[src/rtl/kl_splitter_1by2.sv]
// 1-to-2 KL bus address router: steers requests to the off-chip bridge (dn0)
// or the local port (dn1) and returns responses upstream in request order.
module kl_splitter_1by2 #(
  parameter logic [31:0] LOCAL_BASE = 32'h0200_0000,
  parameter logic [31:0] LOCAL_MASK = 32'hFF00_0000,
  parameter int          MAX_OUTST  = 4
) (
  input  logic                           clk,
  input  logic                           rst_n,
  // upstream request
  input  logic [31:0]                    up_req_addr,
  input  logic                           up_req_wen,
  input  logic [63:0]                    up_req_wdata,
  input  logic [7:0]                     up_req_wmask,
  input  logic [2:0]                     up_req_size,
  input  logic [4:0]                     up_req_srcid,
  input  logic                           up_req_valid,
  output logic                           up_req_ready,
  // upstream response
  output logic [63:0]                    up_resp_rdata,
  output logic [2:0]                     up_resp_size,
  output logic [4:0]                     up_resp_dstid,
  output logic                           up_resp_valid,
  input  logic                           up_resp_ready,
  // dn0: off-chip bridge
  output logic [31:0]                    dn0_req_addr,
  output logic                           dn0_req_wen,
  output logic [63:0]                    dn0_req_wdata,
  output logic [7:0]                     dn0_req_wmask,
  output logic [2:0]                     dn0_req_size,
  output logic [4:0]                     dn0_req_srcid,
  output logic                           dn0_req_valid,
  input  logic                           dn0_req_ready,
  input  logic [63:0]                    dn0_resp_rdata,
  input  logic [2:0]                     dn0_resp_size,
  input  logic [4:0]                     dn0_resp_dstid,
  input  logic                           dn0_resp_valid,
  output logic                           dn0_resp_ready,
  // dn1: local window
  output logic [31:0]                    dn1_req_addr,
  output logic                           dn1_req_wen,
  output logic [63:0]                    dn1_req_wdata,
  output logic [7:0]                     dn1_req_wmask,
  output logic [2:0]                     dn1_req_size,
  output logic [4:0]                     dn1_req_srcid,
  output logic                           dn1_req_valid,
  input  logic                           dn1_req_ready,
  input  logic [63:0]                    dn1_resp_rdata,
  input  logic [2:0]                     dn1_resp_size,
  input  logic [4:0]                     dn1_resp_dstid,
  input  logic                           dn1_resp_valid,
  output logic                           dn1_resp_ready,
  // in-flight tracker state, for observation only
  output logic [$clog2(MAX_OUTST):0]     dbg_count,
  output logic [$clog2(MAX_OUTST)-1:0]   dbg_wr_ptr,
  output logic [$clog2(MAX_OUTST)-1:0]   dbg_rd_ptr
);

  // Handshakes: a transfer happens on a rising clk edge where valid & ready are
  // both high; valid never depends on ready, and payload is only meaningful
  // while valid is high.

  localparam int PW = $clog2(MAX_OUTST);
  localparam int CW = PW + 1;
  localparam logic [CW-1:0] FULL_CNT = CW'(MAX_OUTST);

  logic [PW-1:0] wr_ptr;
  logic [PW-1:0] rd_ptr;
  logic [CW-1:0] count;
  logic          dst_q [MAX_OUTST];

  logic full;
  logic empty;
  logic sel;
  logic head;
  logic req_open;
  logic resp_open;
  logic push;
  logic pop;

  assign full  = (count == FULL_CNT);
  assign empty = (count == '0);
  assign sel   = ((up_req_addr & LOCAL_MASK) == LOCAL_BASE);
  assign head  = dst_q[rd_ptr];

  // rst_n gates the combinational handshakes so nothing leaks out while in reset.
  assign req_open  = rst_n & ~full;
  assign resp_open = rst_n & ~empty;

  // Request path: payload fans out to both ports, valid only to the selected one.
  assign dn0_req_addr  = up_req_addr;
  assign dn0_req_wen   = up_req_wen;
  assign dn0_req_wdata = up_req_wdata;
  assign dn0_req_wmask = up_req_wmask;
  assign dn0_req_size  = up_req_size;
  assign dn0_req_srcid = up_req_srcid;
  assign dn1_req_addr  = up_req_addr;
  assign dn1_req_wen   = up_req_wen;
  assign dn1_req_wdata = up_req_wdata;
  assign dn1_req_wmask = up_req_wmask;
  assign dn1_req_size  = up_req_size;
  assign dn1_req_srcid = up_req_srcid;

  assign dn0_req_valid = up_req_valid & req_open & ~sel;
  assign dn1_req_valid = up_req_valid & req_open & sel;
  assign up_req_ready  = req_open & (sel ? dn1_req_ready : dn0_req_ready);
  assign push          = up_req_valid & up_req_ready;

  // Response path: only the port at the FIFO head may hand a response upstream;
  // the other port is backpressured until its entry reaches the head.
  assign up_resp_rdata  = head ? dn1_resp_rdata : dn0_resp_rdata;
  assign up_resp_size   = head ? dn1_resp_size  : dn0_resp_size;
  assign up_resp_dstid  = head ? dn1_resp_dstid : dn0_resp_dstid;
  assign up_resp_valid  = resp_open & (head ? dn1_resp_valid : dn0_resp_valid);
  assign dn0_resp_ready = resp_open & ~head & up_resp_ready;
  assign dn1_resp_ready = resp_open & head & up_resp_ready;
  assign pop            = up_resp_valid & up_resp_ready;

  always_ff @(posedge clk or negedge rst_n) begin
    if (!rst_n) begin
      wr_ptr <= '0;
      rd_ptr <= '0;
      count  <= '0;
      for (int i = 0; i < MAX_OUTST; i++) dst_q[i] <= 1'b0;
    end else begin
      if (push) begin
        dst_q[wr_ptr] <= sel;
        wr_ptr        <= wr_ptr + 1'b1;
      end
      if (pop) rd_ptr <= rd_ptr + 1'b1;
      case ({push, pop})
        2'b10:   count <= count + 1'b1;
        2'b01:   count <= count - 1'b1;
        default: count <= count;
      endcase
    end
  end

  assign dbg_count  = count;
  assign dbg_wr_ptr = wr_ptr;
  assign dbg_rd_ptr = rd_ptr;

endmodule

[config.mk]
export PLATFORM = sky130hd
export DESIGN_NAME = kl_splitter_1by2
export DESIGN_NICKNAME = d
export VERILOG_FILES = /design/src/rtl/kl_splitter_1by2.sv
export SDC_FILE = /design/constraint.sdc
export NUM_CORES = 1
export LEC_CHECK = 0
export CORE_AREA = 3 3 221 223
export DETAILED_ROUTE_END_ITERATION = 8
export DIE_AREA = 0 0 224 226
export SETUP_SLACK_MARGIN = 0.3
export SYNTH_ARGS = -nofsm -noshare
export SYNTH_HDL_FRONTEND = slang
export SYNTH_SLANG_ARGS = --single-unit
export TNS_END_PERCENT = 30
[constraint.sdc]
create_clock -name clk -period 2.7 [get_ports clk]
set_clock_uncertainty 0.1 [all_clocks]
set_input_delay 0.405 -clock clk [delete_from_list [all_inputs] [get_ports clk]]
set_output_delay 0.405 -clock clk [all_outputs]
set_load 0.02 [all_outputs]
# After elaboration in Yosys (flattened, before gate mapping)
# Cells that the tools add are included.
# Widths: inputs -> output; s select.
[word_totals]
regBits = 11
[classes]
n_addsub = 4
order_cmp = 3
eq_ne = 4
bitwise = 19
muxes = 12
n_reduce_logical = 3
[op_table]
columns = ["cell", "count"]
rows = [
  ["$mux 64", 1],
  ["$and 1x1->1", 13],
  ["$eq 8x2->1 const B", 1],
  ["$ge 3x3->1 const B", 2],
  ["$not 2->3", 2],
  ["$pmux 3 s2", 1],
  ["$mux 1", 5],
  ["$mux 5", 1],
  ["$add 2x1->2 const B", 2],
  ["$bwmux 4", 1],
  ["$not 1->1", 4],
  ["$add 3x1->3 const B", 1],
  ["$eq 3x3->1 const B", 1],
  ["$logic_not 3->1", 1],
  ["$lt 3x1->1 const B", 1],
  ["$mux 3", 1],
  ["$sub 3x1->3 const B", 1],
  ["$bmux 1 s2", 1],
  ["$demux 1 s2", 1],
  ["$eq 2x1->1 const B", 1],
  ["$eq 2x2->1 const B", 1],
  ["$reduce_bool 2->1", 1],
  ["$logic_and 1x1->1", 1],
]

# Logic depth before layout (Yosys ltp)
[logic_depth]
ltp_word = 9
mapped_depth = 12
ltp_nobuf = 10

# Worst setup path after synthesis
# OpenSTA, ideal clock, no wires.
[synth_path]
kind = "flip-flop to flip-flop"
from = "register rd_ptr[1], in the netlist dbg_rd_ptr[1]"
to = "register count[2], in the netlist dbg_count[2]"
arrival_ns = 2.426
slack_ns = 0.094
required_time_ns = 2.520
period_less_slack_ns = 2.606
stages_incl_launch_ff = 13
path_cell_list = "dfrtp_1 mux2i_1 mux2i_1 buf_4 buf_6 mux2i_1 nor2_1 ha_1 inv_1 fa_1 xor2_1 nor2_1 xor2_1"
[synth_via]
elab_chain_cells = 9
elab_cells_between_ends = 11
[synth_lines]
columns = ["item", "line", "text"]
rows = [
  ["start, declared", "68", "logic [PW-1:0] rd_ptr;"],
  ["start signal, assigned", "130", "if (pop) rd_ptr <= rd_ptr + 1'b1;"],
  ["$not 2->3 (not written as such) *", "84", "assign head = dst_q[rd_ptr];"],
  ["$bmux 1 s2 *", "84", ""],
  ["$mux 1 (not written as such) * (2 in series)", "84", ""],
  ["$mux 1 *", "114", "assign up_resp_valid = resp_open & (head ? dn1_resp_valid : dn0_resp_valid);"],
  ["$and 1x1->1 *", "114", ""],
  ["$and 1x1->1 *", "117", "assign pop = up_resp_valid & up_resp_ready;"],
  ["net pop", "79", "logic pop;"],
  ["$eq 2x1->1 or $eq 2x2->1 (tied branches)", "131", "case ({push, pop})"],
  ["$pmux 3 s2 or $reduce_bool 2->1 (tied branches)", "-", ""],
  ["end signal, assigned", "132", "2'b10: count <= count + 1'b1;"],
  ["end signal, assigned", "133", "2'b01: count <= count - 1'b1;"],
  ["end signal, assigned", "134", "default: count <= count;"],
  ["end, declared", "69", "logic [CW-1:0] count;"],
]
# The timed path passes the listed nets; every way through them passes the cells marked *. The select of a mux whose other input is x is not followed.
# A chain may end at the register's enable or synchronous reset.

# Worst setup path after layout
[layout_path]
from = "register rd_ptr[1], in the netlist dbg_rd_ptr[1]"
to = "output up_resp_rdata[15]"
[layout_via]
elab_chain_cells = 5
[layout_lines]
columns = ["item", "line", "text"]
rows = [
  ["$not 2->3 (not written as such)", "84", ""],
  ["$bmux 1 s2", "84", ""],
  ["$mux 1 (not written as such) (2 in series)", "84", ""],
  ["$mux 64", "111", "assign up_resp_rdata = head ? dn1_resp_rdata : dn0_resp_rdata;"],
  ["end, declared", "20", "output logic [63:0] up_resp_rdata,"],
]
# Every way passes these cells. The select of a mux whose other input is x is not followed.

==> flow_metrics.py <==
metrics = {
    "routing": {
        "finalWirelength_um": 16600,
        "ant_nets": 0,
        "drc": 0,
        "via_per_inst": 2.56,
        "drt-initial-drc-count": 64,
        "first_pass_iters": 4,
        "vias": 2733,
        "wl_per_cell_um": 15.5,
    },
    "cells_and_area": {
        "register_area_um2": 277,
        "areaGrowthSynthToFinish_pct": 68.4,
        "antenna_cells": 0,
        "fin_nets": 731,
        "final_area_um2": 5630,
        "multi_input_area_um2": 1440,
        "drive_gt1_share_pct": 45.3,
        "nFillCells": 5410,
    },
    "floorplanning": {
        "die-area_um2": 50600,
        "io_pins": 576,
        "core.rowCount": 79,
        "start_util_pct": 7.16,
        "die_h_um": 226,
        "core_area_um2": 46800,
        "dieWidth_um": 224,
    },
    "yosys": {
        "synth_top_family_by_area": "buffers and inverters",
        "seq_area_frac_synth_pct": 8.23,
        "syn_area_um2": 3350,
        "avgSynthCellArea_um2": 8.74,
        "synth_top_cell_area_share_pct": 50.9,
        "synth-xor-area-share_pct": 1.31,
        "synth_largest_area_cell": "buf_4",
        "synth-compound-area-share_pct": 2.95,
        "synth_edf_count": 0,
        "yosysMostFrequentCell": "buf_4",
        "ys_warn_count": 0,
        "async_flop_share_pct": 100,
        "ys_top_cells_by_count": "buf_4 (227), mux2_2 (72), dfrtp_1 (11)",
        "syn_nets": 654,
        "ys_types": 26,
        "syn_inst": 383,
        "synth_simple_gate_area_share_pct": 3.55,
        "synth_ff_type": "dfrtp_1",
        "postSynthRegisterBits": 11,
        "muxShareOfSynthArea_pct": 27.4,
        "synth_fa_ha_area_share_pct": 2.47,
        "synth.top_cells.by_area": "buf_4 (51%), mux2_2 (24%), dfrtp_1 (8.2%)",
    },
    "clock_network": {
        "cts_buffers": 3,
        "cts_sinks": 11,
        "clockBufferDepth": 2,
        "cts_tree": "built",
        "clkSlewWorstSetupHoldPaths_ns": 0.04,
        "clock_latency_ns": 0.24,
        "ctsRootBufferMaster": "clkbuf_16",
        "cts_max_level": 1,
    },
    "worst_setup_path": {
        "cp-start-kind": "flip-flop",
        "critical_path_class": "flip-flop to primary output",
        "end_kind": "primary output",
        "rr_worst_depth": 12,
        "crit_path_top_delay_cell": "dfrtp_2",
        "cpLargestDelayFamily": "multiplexers",
        "worstPathMaxFanout": 7,
        "r2r-start": "dbg_rd_ptr[1]",
        "cp_num_buf_inv": 4,
        "slowest_delay_ns": 0.45,
        "crit_path_cell_trace": "mux2i_4 -> mux2i_4 -> buf_6 -> buf_12 -> buf_12 -> mux2_2 -> buf_2",
        "rrSetupSlack_ns": 0.20,
        "crit_arrival_ns": 2.03,
        "reg2reg_to": "dbg_count[2]",
        "required_ns": 2.19,
    },
    "job": {
        "max_cap_violations": 0,
    },
    "global_route": {
        "antenna_found_initial": 0,
        "grt_pass1_wl_um": 21400,
        "grt_usage_pct": 5.84,
        "grt_max_degree": 15,
        "gr-total-overflow": 0,
        "grt_pass1_vias": 3077,
    },
    "power_and_ir_drop": {
        "power_density_nw_per_um2": 311,
        "irDropWorstVdd_v": 0.000196,
        "power.leakage_nw": 2.16,
    },
    "sta": {
        "fin_crit_sh_pct": 93.7,
        "worst_pin_slew_ns": 0.648,
        "slew_headroom_pct": 56.1,
        "drv_slew": 0,
        "rsz0062_at_grt": "true",
        "hold_violations": 0,
        "setup_violations": 0,
        "max_freq_mhz": 395,
        "timing.final.crit_period_ns": 2.53,
        "hold_ws_ns": 0.462,
        "fin_setup_tns_ns": 0,
    },
    "min_path": {
        "hold_end": "dbg_wr_ptr[0]",
        "whs_path_depth": 1,
        "hold_class": "flip-flop to flip-flop",
        "hp-start": "dbg_wr_ptr[0]",
    },
    "placement": {
        "place_hpwl_um": 13800,
        "portBuffers": 260,
        "gp_congestion": 0.696,
        "placed_cell_area_um2": 5190,
    },
    "status": {
        "status": "completed",
    },
}
power breakdown:
group          internal, mW  total, mW  switching (mW)
Clock                 0.196      0.269          0.0733
Sequential            0.223      0.283          0.0609
Combinational         0.681       1.20           0.519
per-stage QoR:
stage / worst slack (ns) / power, mW / util, % / std cells
after detailed placement: -0.159 / 1.45 / 11.1 / 1049
after global placement: -0.125 / 1.44 / 11.1 / 1049
after floorplan: 0.187 / 1.23 / - / 383
after CTS: 0.126 / 1.77 / 11.7 / 1065
after global routing: 0.0238 / 1.88 / 12.0 / 1066
final: 0.169 / 1.75 / 12.0 / 1066
worst max path at each step:
stage                    startpoint                 to  slack (ns)  cells past startpoint
floorplan             dbg_rd_ptr[1]       dbg_count[2]        0.19                     12
global placement    up_req_addr[24]       dbg_count[2]       -0.12                     10
detailed placement  up_req_addr[27]       dbg_count[2]       -0.16                     10
CTS                   dbg_rd_ptr[1]       dbg_count[2]        0.13                     12
global route          dbg_rd_ptr[1]       dbg_count[2]        0.02                     12
finish                dbg_rd_ptr[1]  up_resp_rdata[15]        0.17                      7
cell usage in the layout (no fill, tap or decap), types with 3 or more instances in the layout:
| master | netlist | final |
|---|---|---|
| mux2i_4 | 1 | 4 |
| buf_16 | 0 | 3 |
| mux2_2 | 72 | 42 |
| clkbuf_16 | 0 | 3 |
| o21ai_0 | 9 | 9 |
| dlygate4sd2_1 | 0 | 7 |
| buf_4 | 227 | 36 |
| mux2i_1 | 7 | 3 |
| buf_6 | 5 | 28 |
| a21oi_1 | 6 | 6 |
| buf_12 | 0 | 4 |
| xor2_1 | 3 | 3 |
| ha_1 | 5 | 4 |
| buf_2 | 2 | 29 |
| mux2_4 | 1 | 31 |
| clkdlybuf4s50_1 | 0 | 183 |
| dfrtp_1 | 11 | 10 |
| nor2_1 | 6 | 5 |
| buf_8 | 0 | 15 |
| inv_1 | 10 | 10 |
routing by layer:
metal | up-vias | routed length (µm) | track usage (%)
met3 | 63 | 3260 | 4.76
met4 | 0 | 725 | 2.64
met2 | 317 | 6890 | 8.73
met1 | 1172 | 5680 | 5.89
li1 | 1181 | - | -
met5 | - | 0 | 0.380
state kept, by name (all words and copies together), names as in the netlist:
name	count
dbg_rd_ptr	2
dst_q	4
dbg_count	3
dbg_wr_ptr	2
area by class of cell:
type	count	share of cell area, %
Sequential cell	11	4.91
Tap cell	607	13.5
Multi-Input combinational cell	128	25.5
Timing Repair Buffer	306	54.0
Clock inverter	1	0.0888
Inverter	10	0.666
Clock buffer	3	1.33
cell families (layout without fill, tap and decap cells):
| group | after synthesis | after routing |
|---|---|---|
| AND/OR/NAND/NOR | 18 | 18 |
| multiplexers | 81 | 81 |
| XOR/XNOR | 5 | 5 |
| adder cells (fa/ha/maj) | 6 | 6 |
| flip-flops | 11 | 11 |
| AO/OA/AOI/OAI | 18 | 18 |
| buffers and inverters | 244 | 320 |
repair_timing:
item,in CTS,in global routing
pin swaps,4,2
setup endpoints to repair,80,80
cloned,4,0
buffers inserted,8,1
resized for setup,314,50
hold buffers,0,0
No activity file was read; power rests on OpenSTA's default activity.
